==> src/rtl/typing_round_counter.sv <==
// Round controller for the typing game: BCD score/miss counters, a per-second
// countdown and per-digit ready flags feeding six 7-segment decoders.
`timescale 1ns/1ps
module typing_round_counter #(
    parameter int CLK_HZ     = 50_000_000,
    parameter int ROUND_SECS = 60
) (
    input  logic       clk,
    input  logic       rst_n,
    input  logic       start,
    input  logic       hit,
    input  logic       miss,
    output logic [7:0] score_bcd,
    output logic [7:0] miss_bcd,
    output logic [7:0] time_bcd,
    output logic [5:0] disp_rdy,
    output logic       running,
    output logic       game_over,
    output logic [1:0] dbg_state
);

    localparam int              PW        = (CLK_HZ > 1) ? $clog2(CLK_HZ) : 1;
    localparam logic [PW-1:0]   PRE_MAX   = PW'(CLK_HZ - 1);
    localparam logic [7:0]      TIME_INIT = {4'(ROUND_SECS / 10), 4'(ROUND_SECS % 10)};

    typedef enum logic [1:0] {
        ST_IDLE = 2'd0,
        ST_RUN  = 2'd1,
        ST_OVER = 2'd2
    } state_t;

    state_t        r_state;
    logic [7:0]    r_score;
    logic [7:0]    r_miss;
    logic [7:0]    r_time;
    logic [PW-1:0] r_presc;
    logic [5:0]    r_disp_rdy;
    logic          r_running;
    logic          r_game_over;

    logic          w_tick;
    logic [7:0]    w_score_nxt;
    logic [7:0]    w_miss_nxt;
    logic [7:0]    w_time_nxt;
    logic [PW-1:0] w_presc_nxt;

    function automatic logic [7:0] bcd_inc_sat(input logic [7:0] v);
        logic [7:0] r;
        if (v == 8'h99)
            r = v;
        else if (v[3:0] == 4'd9)
            r = {v[7:4] + 4'd1, 4'd0};
        else
            r = {v[7:4], v[3:0] + 4'd1};
        return r;
    endfunction

    function automatic logic [7:0] bcd_dec(input logic [7:0] v);
        logic [7:0] r;
        if (v[3:0] == 4'd0)
            r = {v[7:4] - 4'd1, 4'd9};
        else
            r = {v[7:4], v[3:0] - 4'd1};
        return r;
    endfunction

    always_comb begin
        w_tick      = (r_presc == PRE_MAX);
        w_score_nxt = hit ? bcd_inc_sat(r_score) : r_score;
        w_miss_nxt  = miss ? bcd_inc_sat(r_miss) : r_miss;
        w_time_nxt  = w_tick ? bcd_dec(r_time) : r_time;
        w_presc_nxt = w_tick ? '0 : r_presc + PW'(1);
    end

    // Flags are derived from the next digit values so digit and flag land together.
    always_ff @(posedge clk or negedge rst_n) begin
        if (!rst_n) begin
            r_state     <= ST_IDLE;
            r_score     <= 8'h00;
            r_miss      <= 8'h00;
            r_time      <= TIME_INIT;
            r_presc     <= '0;
            r_disp_rdy  <= 6'b000000;
            r_running   <= 1'b0;
            r_game_over <= 1'b0;
        end else begin
            case (r_state)
                ST_IDLE, ST_OVER: begin
                    if (start) begin
                        r_state     <= ST_RUN;
                        r_score     <= 8'h00;
                        r_miss      <= 8'h00;
                        r_time      <= TIME_INIT;
                        r_presc     <= '0;
                        r_running   <= 1'b1;
                        r_game_over <= 1'b0;
                        r_disp_rdy  <= {1'b0, 1'b1, 1'b0, 1'b1,
                                        (TIME_INIT[7:4] != 4'd0), 1'b1};
                    end
                end
                ST_RUN: begin
                    r_score    <= w_score_nxt;
                    r_miss     <= w_miss_nxt;
                    r_time     <= w_time_nxt;
                    r_presc    <= w_presc_nxt;
                    r_disp_rdy <= {(w_score_nxt[7:4] != 4'd0), 1'b1,
                                   (w_miss_nxt[7:4] != 4'd0), 1'b1,
                                   (w_time_nxt[7:4] != 4'd0), 1'b1};
                    if (w_tick && (w_time_nxt == 8'h00)) begin
                        r_state     <= ST_OVER;
                        r_running   <= 1'b0;
                        r_game_over <= 1'b1;
                    end
                end
                default: r_state <= ST_IDLE;
            endcase
        end
    end

    assign score_bcd = r_score;
    assign miss_bcd  = r_miss;
    assign time_bcd  = r_time;
    assign disp_rdy  = r_disp_rdy;
    assign running   = r_running;
    assign game_over = r_game_over;
    assign dbg_state = r_state;

endmodule

==> config.mk <==
export PLATFORM = sky130hd
export DESIGN_NAME = typing_round_counter
export DESIGN_NICKNAME = d
export VERILOG_FILES = /design/src/rtl/typing_round_counter.sv
export SDC_FILE = /design/constraint.sdc
export NUM_CORES = 1
export LEC_CHECK = 0
export CORE_MARGIN = 2
export CORE_UTILIZATION = 60
export DETAILED_ROUTE_END_ITERATION = 16
export HOLD_SLACK_MARGIN = 0.03
export PLACE_DENSITY = 0.95
export SLEW_MARGIN = 20
export SYNTH_ARGS = -nofsm -noshare
export SYNTH_HDL_FRONTEND = slang
export SYNTH_SLANG_ARGS = --single-unit
export TNS_END_PERCENT = 100
==> constraint.sdc <==
create_clock -name clk -period 5.9 [get_ports clk]
set_clock_uncertainty 0.2 [all_clocks]
set_input_delay 1.77 -clock clk [delete_from_list [all_inputs] [get_ports clk]]
set_output_delay 1.77 -clock clk [all_outputs]
set_load 0.02 [all_outputs]
# ---- Yosys cells after proc, flatten, opt, wreduce, memory -nomap -nowiden
# Index checks and enable logic that the tools add are counted.
dict set report word_totals {
  ff_bits 60
}
dict set report op_classes {
  n_addsub 7
  eq_ne 13
  n_mux 27
  n_reduce_logical 14
}
# operator count
set ops {}
lappend ops {{$mux W8} 10}
lappend ops {{$mux W26} 2}
lappend ops {{$pmux W26 S2} 1}
lappend ops {{$pmux W8 S2} 3}
lappend ops {{$add A26 B1 Y26 const B} 1}
lappend ops {{$eq A26 B26 Y1 const B} 1}
lappend ops {{$add A4 B1 Y4 const B} 4}
lappend ops {{$eq A8 B8 Y1 const B} 2}
lappend ops {{$ne A2 B2 Y1 const B} 6}
lappend ops {{$pmux W6 S2} 1}
lappend ops {{$reduce_bool A4 Y1} 3}
lappend ops {{$eq A4 B4 Y1 const B} 2}
lappend ops {{$logic_not A8 Y1} 1}
lappend ops {{$reduce_and A4 Y1} 2}
lappend ops {{$sub A4 B1 Y4 const B} 2}
lappend ops {{$mux W6} 1}
lappend ops {{$logic_not A4 Y1} 1}
lappend ops {{$mux W1} 4}
lappend ops {{$mux W2} 2}
lappend ops {{$pmux W1 S2} 2}
lappend ops {{$pmux W2 S2} 1}
lappend ops {{$reduce_and A2 Y1} 2}
lappend ops {{$reduce_and A3 Y1} 1}
lappend ops {{$eq A2 B1 Y1 const B} 1}
lappend ops {{other kinds (5)} 5}

# ---- Longest topological paths before layout
# Gate-level depths: netlist of the first run.
dict set report depth {
  depth_word 7
  mapped_depth 8
  mapped_depth_nobuf 7
}

# ---- Least setup slack after synthesis of the first run
# OpenSTA, ideal clock, no wires.
dict set report synth_timing {
  path_kind {input to register}
  startpoint {input port start}
  endpoint {register r_score[7], in the netlist score_bcd[7]}
  setup_ns 0.083
  arrival_time_ns 2.690
  required_ns 5.617
  setup_slack_ns 2.928
  stages 5
  n_path_buf 1
  cell_sequence {nor2b_1 > nor2_1 > clkbuf_1 > a21oi_1 > o22ai_1}
}
dict set report synth_via {
  elab_chain_len 2
}
# item line_no
set synth_rtl {}
lappend synth_rtl {{start, declared} 10} ;# input logic start,
lappend synth_rtl {{$ne A2 B2 Y1 (no source line)} -}
lappend synth_rtl {{$reduce_and A2 Y1 (no source line)} -}
lappend synth_rtl {{end signal, assigned} 102} ;# r_score <= w_score_nxt;
lappend synth_rtl {{end, declared} 33} ;# logic [7:0] r_score;
# No other way between the ends.
# A chain may end at the register's enable or synchronous reset.

# ---- Final worst setup path of the first run
dict set report layout_timing {
  startpoint {register r_time[6], in the netlist time_bcd[6]}
  endpoint {output port time_bcd[6]}
}
# item line_no
set layout_rtl {}
lappend layout_rtl {{start, declared} 35} ;# logic [7:0] r_time;
lappend layout_rtl {{start signal, assigned} 104} ;# r_time <= w_time_nxt;
lappend layout_rtl {{end, declared} 15} ;# output logic [7:0] time_bcd,
# No word-level cell between the ends.

==> results of run 1 <==
routing by layer:
metal / up-vias / track usage / wire length, µm / part of all wire
li1: 1405 / - / - / -
met1: 1474 / 0.3640 / 3330 / 0.44
met2: 153 / 0.4233 / 3654 / 0.48
met3: 16 / 0.04419 / 492 / 0.064
met4: 0 / 0.1179 / 155 / 0.020
met5: - / 0 / 0 / 0
worst max path at each step:
stage          slack, ns           end  cells after the start
3_3_place_gp        2.21   time_bcd[1]                      6
3_5_place_dp        2.16   time_bcd[1]                      6
2_1_floorplan       2.93  score_bcd[7]                      5
5_1_grt             2.32  score_bcd[5]                      6
4_1_cts             2.39   time_bcd[6]                      1
6_report            2.39   time_bcd[6]                      1
state kept, by name, indices dropped and copies added, names as in the netlist:
signal,cells
r_presc,26
game_over,1
dbg_state,2
running,1
score_bcd,8
miss_bcd,8
time_bcd,8
disp_rdy,4
layout by cell type, fill, tap and decap left out, types with 2 or more instances in the layout:
cell             count
a2bb2oi_1            2
a211o_1              2
a21oi_1             18
dfrtp_1             56
nand2_1             38
nand3b_1             2
o21a_1               2
a311oi_1             2
nor2b_1              5
nor3b_1              2
o211ai_1             3
a22o_1               2
ha_1                10
nor3_1              10
a31oi_1             12
and2_1               4
and4b_1              2
dfstp_2              2
o21ai_0             36
a41oi_1              3
or3_1                7
and3_1               4
o22ai_1              3
nand3_1             24
nand4_1             16
mux2i_1              3
buf_4                3
nor2_1              17
o31ai_1              5
clkbuf_8             9
a21o_1               3
clkdlybuf4s50_1     37
clkbuf_1             6
or2_2                2
nand2b_1             6
o21bai_1             2
nor4_4               2
inv_1               18
xor2_1               4
power groups by stage:
stage	combinational [mW]	sequential, mW	clock (mW)
floorplan	0.0553	0.493	0
global placement	0.159	0.466	0
detailed placement	0.163	0.469	0
CTS	0.164	0.462	0.299
global route	0.178	0.468	0.316
finish	0.163	0.463	0.297
kinds of logic (layout without fill, tap and decap cells):
kind of cell	count (synthesis)	after routing	share of synthesized area
AND/OR/NAND/NOR	147	147	0.2456
AO/OA/AOI/OAI	104	104	0.1996
buffers and inverters	33	74	0.04521
adder cells (fa/ha/maj)	10	10	0.03831
XOR/XNOR	5	5	0.01341
flip-flops	58	58	0.4452
multiplexers	4	4	0.01264
worst register-to-register path: cells and delay by family, from the launching register on:
family,cells,cell delay [ns]
AO/OA/AOI/OAI,2,0.55
flip-flops,1,0.45
multiplexers,1,0.25
AND/OR/NAND/NOR,2,1.10
final cells by class:
| class | count | area, µm² | share of cell area |
|---|---|---|---|
| clock buffer | 15 | 146.4 | 0.03827 |
| inverter | 18 | 67.56 | 0.01766 |
| multi-input combinational | 270 | 1672 | 0.4370 |
| sequential | 58 | 1454 | 0.3801 |
| tap | 70 | 87.58 | 0.02290 |
| timing repair buffer | 41 | 397.9 | 0.1040 |
per-stage QoR:
step / hold WS, ns / std cells / setup slack (ns) / instance area [µm²] / power, mW
after CTS: 0.2853 / 472 / 2.387 / 3817 / 0.9256
after global placement: 0.2748 / 457 / 2.212 / 3671 / 0.6246
after global routing: 0.3210 / 472 / 2.319 / 3825 / 0.9625
after detailed placement: 0.2772 / 457 / 2.156 / 3671 / 0.6318
after floorplan: 0.2418 / 361 / 2.928 / 3266 / 0.5484
final: 0.2919 / 472 / 2.393 / 3825 / 0.9228
==> flow_summary.ini, run 1 <==
[synthesis]
synth-main-ff-cell = dfrtp_1
ys_ff_latch = 58
synth-edff-count = 0
yosys.cell_types.count = 56
netlist_top_cells_count = dfrtp_1 (56), nand2_1 (38), o21ai_0 (36)
yosys_warnings = 0
syn_nets = 376
post-synth-top-count-cell = dfrtp_1
synth_top_cell_by_area = dfrtp_1
synthCells = 361
synth_area_per_cell_um2 = 9.046
yosysSeqAreaShare = 0.4452
synth_top_area_share = 0.4291
synth_area_leaders = dfrtp_1 (43%), o21ai_0 (5.5%), nand2_1 (4.4%), ha_1 (3.8%), nand3_1 (3.7%)
synth_area_mm2 = 0.003266
synthArstFlopShare = 1.000

[power_and_ir_drop]
switchingPower_mw = 0.2691
cellPowerDensity_mw_per_mm2 = 241.3
seqPwrFrac = 0.502
peakVddDrop_uv = 187.3
internal_power_mw = 0.6536
clkPwrFrac = 0.322
combPwrFrac = 0.176
p_leak_nw = 1.543
switching_share = 0.2917

[clock_network]
postCtsResizedCells = 0
clk_pin_slew_ns = 0.06
clock-root-buffer = clkbuf_8
clkLatencyLatePin_ns = 0.34
post-cts-setup-buffer-count = 0
h-tree-depth = 3
cts_tree = built
clock_tree.buffer_depth = 2
cts.sinks = 58
cts_hold_buffers = 0
cts_made_buffers = 9

[setup_path]
r2r_end = r_presc[10]
worstPathArrival_ns = 1.54
cp_top_family = buffers and inverters
reg2reg_slack_ns = 3.23
cp_max_fo = 6
crit_path_end_kind = output port
setup.worst_path.class = reg -> out
start_kind = flip-flop
cp_cell_sequence = clkdlybuf4s50_1
r2r-start = r_presc[7]
setup.worst_path.start = time_bcd[6]
crit_required_ns = 3.93
max_stage_delay_ns = 0.62
cp_num_buf_inv = 1
reg2reg_depth = 5
slowest_stage = clkdlybuf4s50_1

[die]
rows = 26
die_w_um = 77.78
io_pins = 39
core-area_mm2 = 0.005172
initial_core_util = 0.6313
dieArea_mm2 = 0.006049
die_height_um = 77.78

[timing]
tightest_slew_ns = 0.8303
slew_headroom = 0.4465
max_freq_mhz = 285.2
fin_tns_setup_ns = 0
finalSetupViolations = 0
period_minus_slack_ns = 3.507
hold_violations = 0
final_max_slew_viol_count = 0
finalCritPeriodShare = 0.5944
rsz0062_at_grt = no

[route]
vias = 3048
drt-total-wl_um = 7633
routed_via_density = 6.458
remaining_drc_errors = 0
routedWlPerCell_um = 16.17
firstDrtPassIters = 5
drt_iter0_drc = 321
antenna_left = 0

[job]
maxCapViolations = 0

[cells_and_area]
final_nets = 413
n_antenna_cell = 0
area_growth_pct = 17.13
drive_above_1_share = 0.06716
num-fill-cells = 338
fin_util = 0.7395

[min_path]
min_from = r_presc[25]
hold_depth = 1
hold_class = reg -> reg
min_to = r_presc[25]

[global_route]
grt_overflow = 0
grt_pass1_wl_um = 13050
grt_max_degree = 59
track_usage = 0.2678
grt_antenna_before_repair = 0
grt_pass1_vias = 2882

[status]
status = finished clean

[placed_design]
io_buffers = 38
gp_congestion = 0.8665
dpl.hpwl_um = 5047
Power figures use the tool's default switching activity.
==> inputs of run 2 (changes only) <==
- CORE_UTILIZATION: 60 -> 56
- PLACE_DENSITY: 0.95 -> 0.92
- clock period: 5.9 -> 3.4 ns (I/O delays scaled with it)
==> run 2 against run 1 <==
  * Clock power grew 110%
  * Wire length grew 4.5%
  * Sequential share of layout area shrank 0.66 points
  * Combinational power grew 75%
  * Worst hold slack gained 0.014 ns
  * Design area grew 1.8%
  * Count of clock-buffer cells in the layout shrank 2
  * Global-route usage grew 0.23 points
  * Sequential power grew 73%
  * Critical path depth grew 5
  * First-iteration DRC count shrank 5.9%
==> flow_summary.ini, run 2 (same netlist as run 1, synthesis figures left out) <==
[status]
status = finished clean

[cells_and_area]
regMostFlops = r_presc
largest_reg_flops = 26
n_antenna_cell = 0
final_nets = 416
area_growth_pct = 19.20
layout_common_cells = dfrtp_1 (56), nand2_1 (38), clkdlybuf4s50_1 (37)
final_common_cell = dfrtp_1
drive_above_1_share = 0.08374

[power_and_ir_drop]
clkPwrFrac = 0.365
p_leak_nw = 1.584
cellPowerDensity_mw_per_mm2 = 440.1
seqPwrFrac = 0.468
combPwrFrac = 0.167
internal_power_mw = 1.229
switching_share = 0.2825
switchingPower_mw = 0.4840
peakVddDrop_uv = 329.5

[clock_network]
clock-root-buffer = clkbuf_8
cts.sinks = 58
cts_tree = built
clkLatencyLatePin_ns = 0.34
clock_tree.buffer_depth = 2
cts_made_buffers = 9
postCtsResizedCells = 0
post-cts-setup-buffer-count = 0
clk_pin_slew_ns = 0.06
h-tree-depth = 3
cts_hold_buffers = 0

[setup_path]
start_kind = input pin
cp_top_family = simple AND/OR/NAND/NOR gates
slowest_stage = nor2_1
max_stage_delay_ns = 0.61
worstPathArrival_ns = 2.86
cp_num_buf_inv = 2
crit_path_end_kind = flip-flop
cp_max_fo = 15
cp_cell_sequence = clkdlybuf4s50_1, nor2b_1, nor2_1, buf_4, a21oi_1, o21ai_0
crit_required_ns = 3.46
setup.worst_path.class = in -> reg

[global_route]
track_usage = 0.2701
grt_antenna_before_repair = 0
grt_overflow = 0
grt_pass1_wl_um = 13440
grt_pass1_vias = 2838
grt_max_degree = 59

[placed_design]
io_buffers = 38
dpl.hpwl_um = 5305
gp_congestion = 0.8893
dp_worst_setup_slack_ns = 0.2720

[timing]
rsz0062_at_grt = no
hold_violations = 0
finalSetupViolations = 0
slew_headroom = 0.4878
finalCritPeriodShare = 0.8222
final_max_slew_viol_count = 0
timing.final.ws_setup_ns = 0.6046
max_freq_mhz = 357.7
tightest_slew_ns = 0.7655
fin_tns_setup_ns = 0
period_minus_slack_ns = 2.795

[die]
die_height_um = 80.37
core-area_mm2 = 0.005574
io_pins = 39
rows = 27
die_w_um = 80.37
dieArea_mm2 = 0.006459
initial_core_util = 0.5859

[route]
firstDrtPassIters = 5
antenna_left = 0
routedWlPerCell_um = 16.69
routed_via_density = 6.299
drt-total-wl_um = 7978
drt_iter0_drc = 302
vias = 3011
remaining_drc_errors = 0

[min_path]
hold_class = reg -> reg

[job]
maxCapViolations = 0
## run 2: cell types whose count changed in the layout (fill, tap and decap cells not counted)
cell,change
clkbuf_8,+1
clkbuf_1,-3
clkinv_2,+2
buf_4,+3
bufinv_16,+1
## run 2: layout make-up
class	count	area [µm²]
fillers	407	1682
multi-input cells	270	1672
flip-flops and latches	58	1454
repair buffers	44	420.4
clock buffers	13	148.9
well taps	72	90.09
inverters	18	67.56
clock inverters	3	40.04
## run 2: stage by stage
| stage | utilization | instances | hold WS, ns | power (mW) | cell area, µm² |
|---|---|---|---|---|---|
| 2_1_floorplan | - | 361 | 0.2418 | 0.9516 | 3266 |
| 3_3_place_gp | 0.6631 | 462 | 0.2669 | 1.081 | 3696 |
| 3_5_place_dp | 0.6631 | 462 | 0.2873 | 1.096 | 3696 |
| 4_1_cts | 0.6970 | 478 | 0.3022 | 1.717 | 3885 |
| 5_1_grt | 0.6983 | 478 | 0.3186 | 1.788 | 3892 |
| 6_report | 0.6983 | 478 | 0.3055 | 1.713 | 3892 |
## run 2: path summary, 6_finish.rpt
path | start | to | slack, ns | cells past startpoint
worst max-delay path | start | r_presc[22] | 0.60 | 6
worst min-delay path | r_presc[5] | r_presc[5] | 0.31 | 1
worst max register to register | r_presc[7] | r_presc[10] | 0.68 | 5
worst min register to register | r_presc[5] | r_presc[5] | 0.31 | 1
max in group asynchronous | rst_n | time_bcd[7] | 1.89 | 2
min in group asynchronous | rst_n | score_bcd[3] | 0.62 | 2
## run 2: power groups by stage
stage | registers, mW | clock network [mW] | logic, mW
detailed placement | 0.812 | 0 | 0.285
floorplan | 0.856 | 0 | 0.0960
finish | 0.802 | 0.625 | 0.286
global route | 0.810 | 0.666 | 0.312
global placement | 0.809 | 0 | 0.272
CTS | 0.800 | 0.629 | 0.288
## run 2: layer usage
| layer | GRT usage | wire length, µm | up-vias |
|---|---|---|---|
| met2 | 0.4283 | 3910 | 119 |
| met4 | 0.1051 | 130 | 0 |
| met5 | 0 | 0 | - |
| met1 | 0.3542 | 3506 | 1458 |
| li1 | - | - | 1418 |
| met3 | 0.06966 | 430 | 16 |
==> inputs of run 3 (changes only) <==
- clock period: 3.4 -> 2.78 ns (I/O delays scaled with it)
==> run 3 against run 2 <==
  * Power grew 28%
  * Cell count grew 1.9%
  * Worst setup slack lost 0.41 ns
  * Sequential share of layout area shrank 0.95 points
  * Wire length shrank 2.2%
  * Design area grew 2.6%
  * Flip-flop and latch count is the same
  * Register-to-register slack lost 0.39 ns
  * Critical path type is now reg -> out
  * Highest routed layer unchanged
==> flow_summary.ini, run 3 (same netlist as run 1, synthesis figures left out) <==
[status]
status = finished clean

[cells_and_area]
multi_input_area_mm2 = 0.001664
regMostFlops = r_presc
fin_util = 0.7165
drive_above_1_share = 0.1108
area_growth_pct = 22.30
register_area_mm2 = 0.001454
final_nets = 425
layout.cells.non_filler = 487
largest_reg_flops = 26
n_antenna_cell = 0
final_common_cell = dfrtp_1
layout_common_cells = dfrtp_1 (56), nand2_1 (38), clkdlybuf4s50_1 (37)
num-fill-cells = 392
finalInstanceArea_mm2 = 0.003994

[route]
drt-total-wl_um = 7805
firstDrtPassIters = 5
routed_via_density = 6.203
routedWlPerCell_um = 16.03
remaining_drc_errors = 0
antenna_left = 0
drt_iter0_drc = 338
vias = 3021

[timing]
finalSetupViolations = 0
rsz0062_at_grt = no
tightest_slew_ns = 0.8553
period_minus_slack_ns = 2.581
hold_violations = 0
fin_tns_setup_ns = 0
max_freq_mhz = 387.4
final_max_slew_viol_count = 0
slew_headroom = 0.4298
finalCritPeriodShare = 0.9284

[die]
die_height_um = 80.37
initial_core_util = 0.5859
die_w_um = 80.37
rows = 27
dieArea_mm2 = 0.006459
core-area_mm2 = 0.005574
io_pins = 39

[setup_path]
cp_top_family = buffers and inverters
setup.worst_path.class = reg -> out
cp_cell_sequence = clkdlybuf4s50_1
slowest_stage = clkdlybuf4s50_1
crit_path_end_kind = output port
crit_required_ns = 1.75
start_kind = flip-flop
cp_num_buf_inv = 1
reg2reg_slack_ns = 0.29
cp_max_fo = 6
worstPathArrival_ns = 1.55
r2r-start = r_presc[7]
max_stage_delay_ns = 0.62
r2r_end = r_presc[10]
reg2reg_depth = 6

[job]
maxCapViolations = 0

[power_and_ir_drop]
total_power_mw = 2.193
p_leak_nw = 1.649
peakVddDrop_uv = 382.1
cellPowerDensity_mw_per_mm2 = 549.2

[placed_design]
io_buffers = 38
post_dp_cell_area_mm2 = 0.003776
dpl.hpwl_um = 5270
gp_congestion = 0.8834
dp_cells = 471

[clock_network]
clock_tree.buffer_depth = 2
post-cts-setup-buffer-count = 0
cts.sinks = 58
cts_hold_buffers = 0
h-tree-depth = 3
cts_made_buffers = 9
clkLatencyLatePin_ns = 0.34
postCtsResizedCells = 0
cts_tree = built
clock-root-buffer = clkbuf_8
clk_pin_slew_ns = 0.07

[min_path]
hold_class = in -> async

[global_route]
track_usage = 0.2640
grt_overflow = 0
grt_antenna_before_repair = 0
grt_pass1_wl_um = 13190
grt_max_degree = 28
grt_pass1_vias = 2818
## run 3: changes by cell type in the layout (fill, tap and decap cells not counted), sizes merged
cell    delta
clkbuf     -3
clkinv     +2
buf        +9
bufinv     +1
## run 3: layer usage
metal | share of wire | track usage | up-vias
met2 | 0.47 | 0.4142 | 131
met1 | 0.45 | 0.3576 | 1439
met4 | 0.022 | 0.1237 | 0
li1 | - | - | 1430
met3 | 0.053 | 0.04382 | 21
met5 | 0 | 0 | -
## run 3: layout make-up
class,instances,area share
multi-input combinational,270,0.4167
sequential,58,0.3640
inverter,18,0.01692
clock buffer,10,0.03446
clock inverter,6,0.02005
tap,72,0.02256
timing repair buffer,53,0.1253
## run 3: through the flow
stage | hold WS, ns | setup WS [ns]
floorplan | 0.2418 | 0.4109
global placement | 0.2728 | 0.2521
detailed placement | 0.2801 | 0.2182
CTS | 0.2930 | 0.1913
global route | 0.3055 | 0.1575
finish | 0.2877 | 0.1990
## run 3: power breakdown
group / internal, mW / switching, mW / total, mW
registers: 0.900 / 0.0806 / 0.981
clock network: 0.522 / 0.342 / 0.864
logic: 0.168 / 0.180 / 0.348
total: 1.59 / 0.602 / 2.19
## run 3: worst max-delay path by stage
| stage | startpoint | endpoint | cells past startpoint |
|---|---|---|---|
| final | time_bcd[6] | time_bcd[6] | 1 |
| after global routing | r_presc[7] | r_presc[10] | 6 |
| after CTS | time_bcd[6] | time_bcd[6] | 1 |
| after detailed placement | miss | disp_rdy[3] | 6 |
| after global placement | miss | disp_rdy[3] | 6 |
| after floorplan | r_presc[7] | r_presc[10] | 6 |
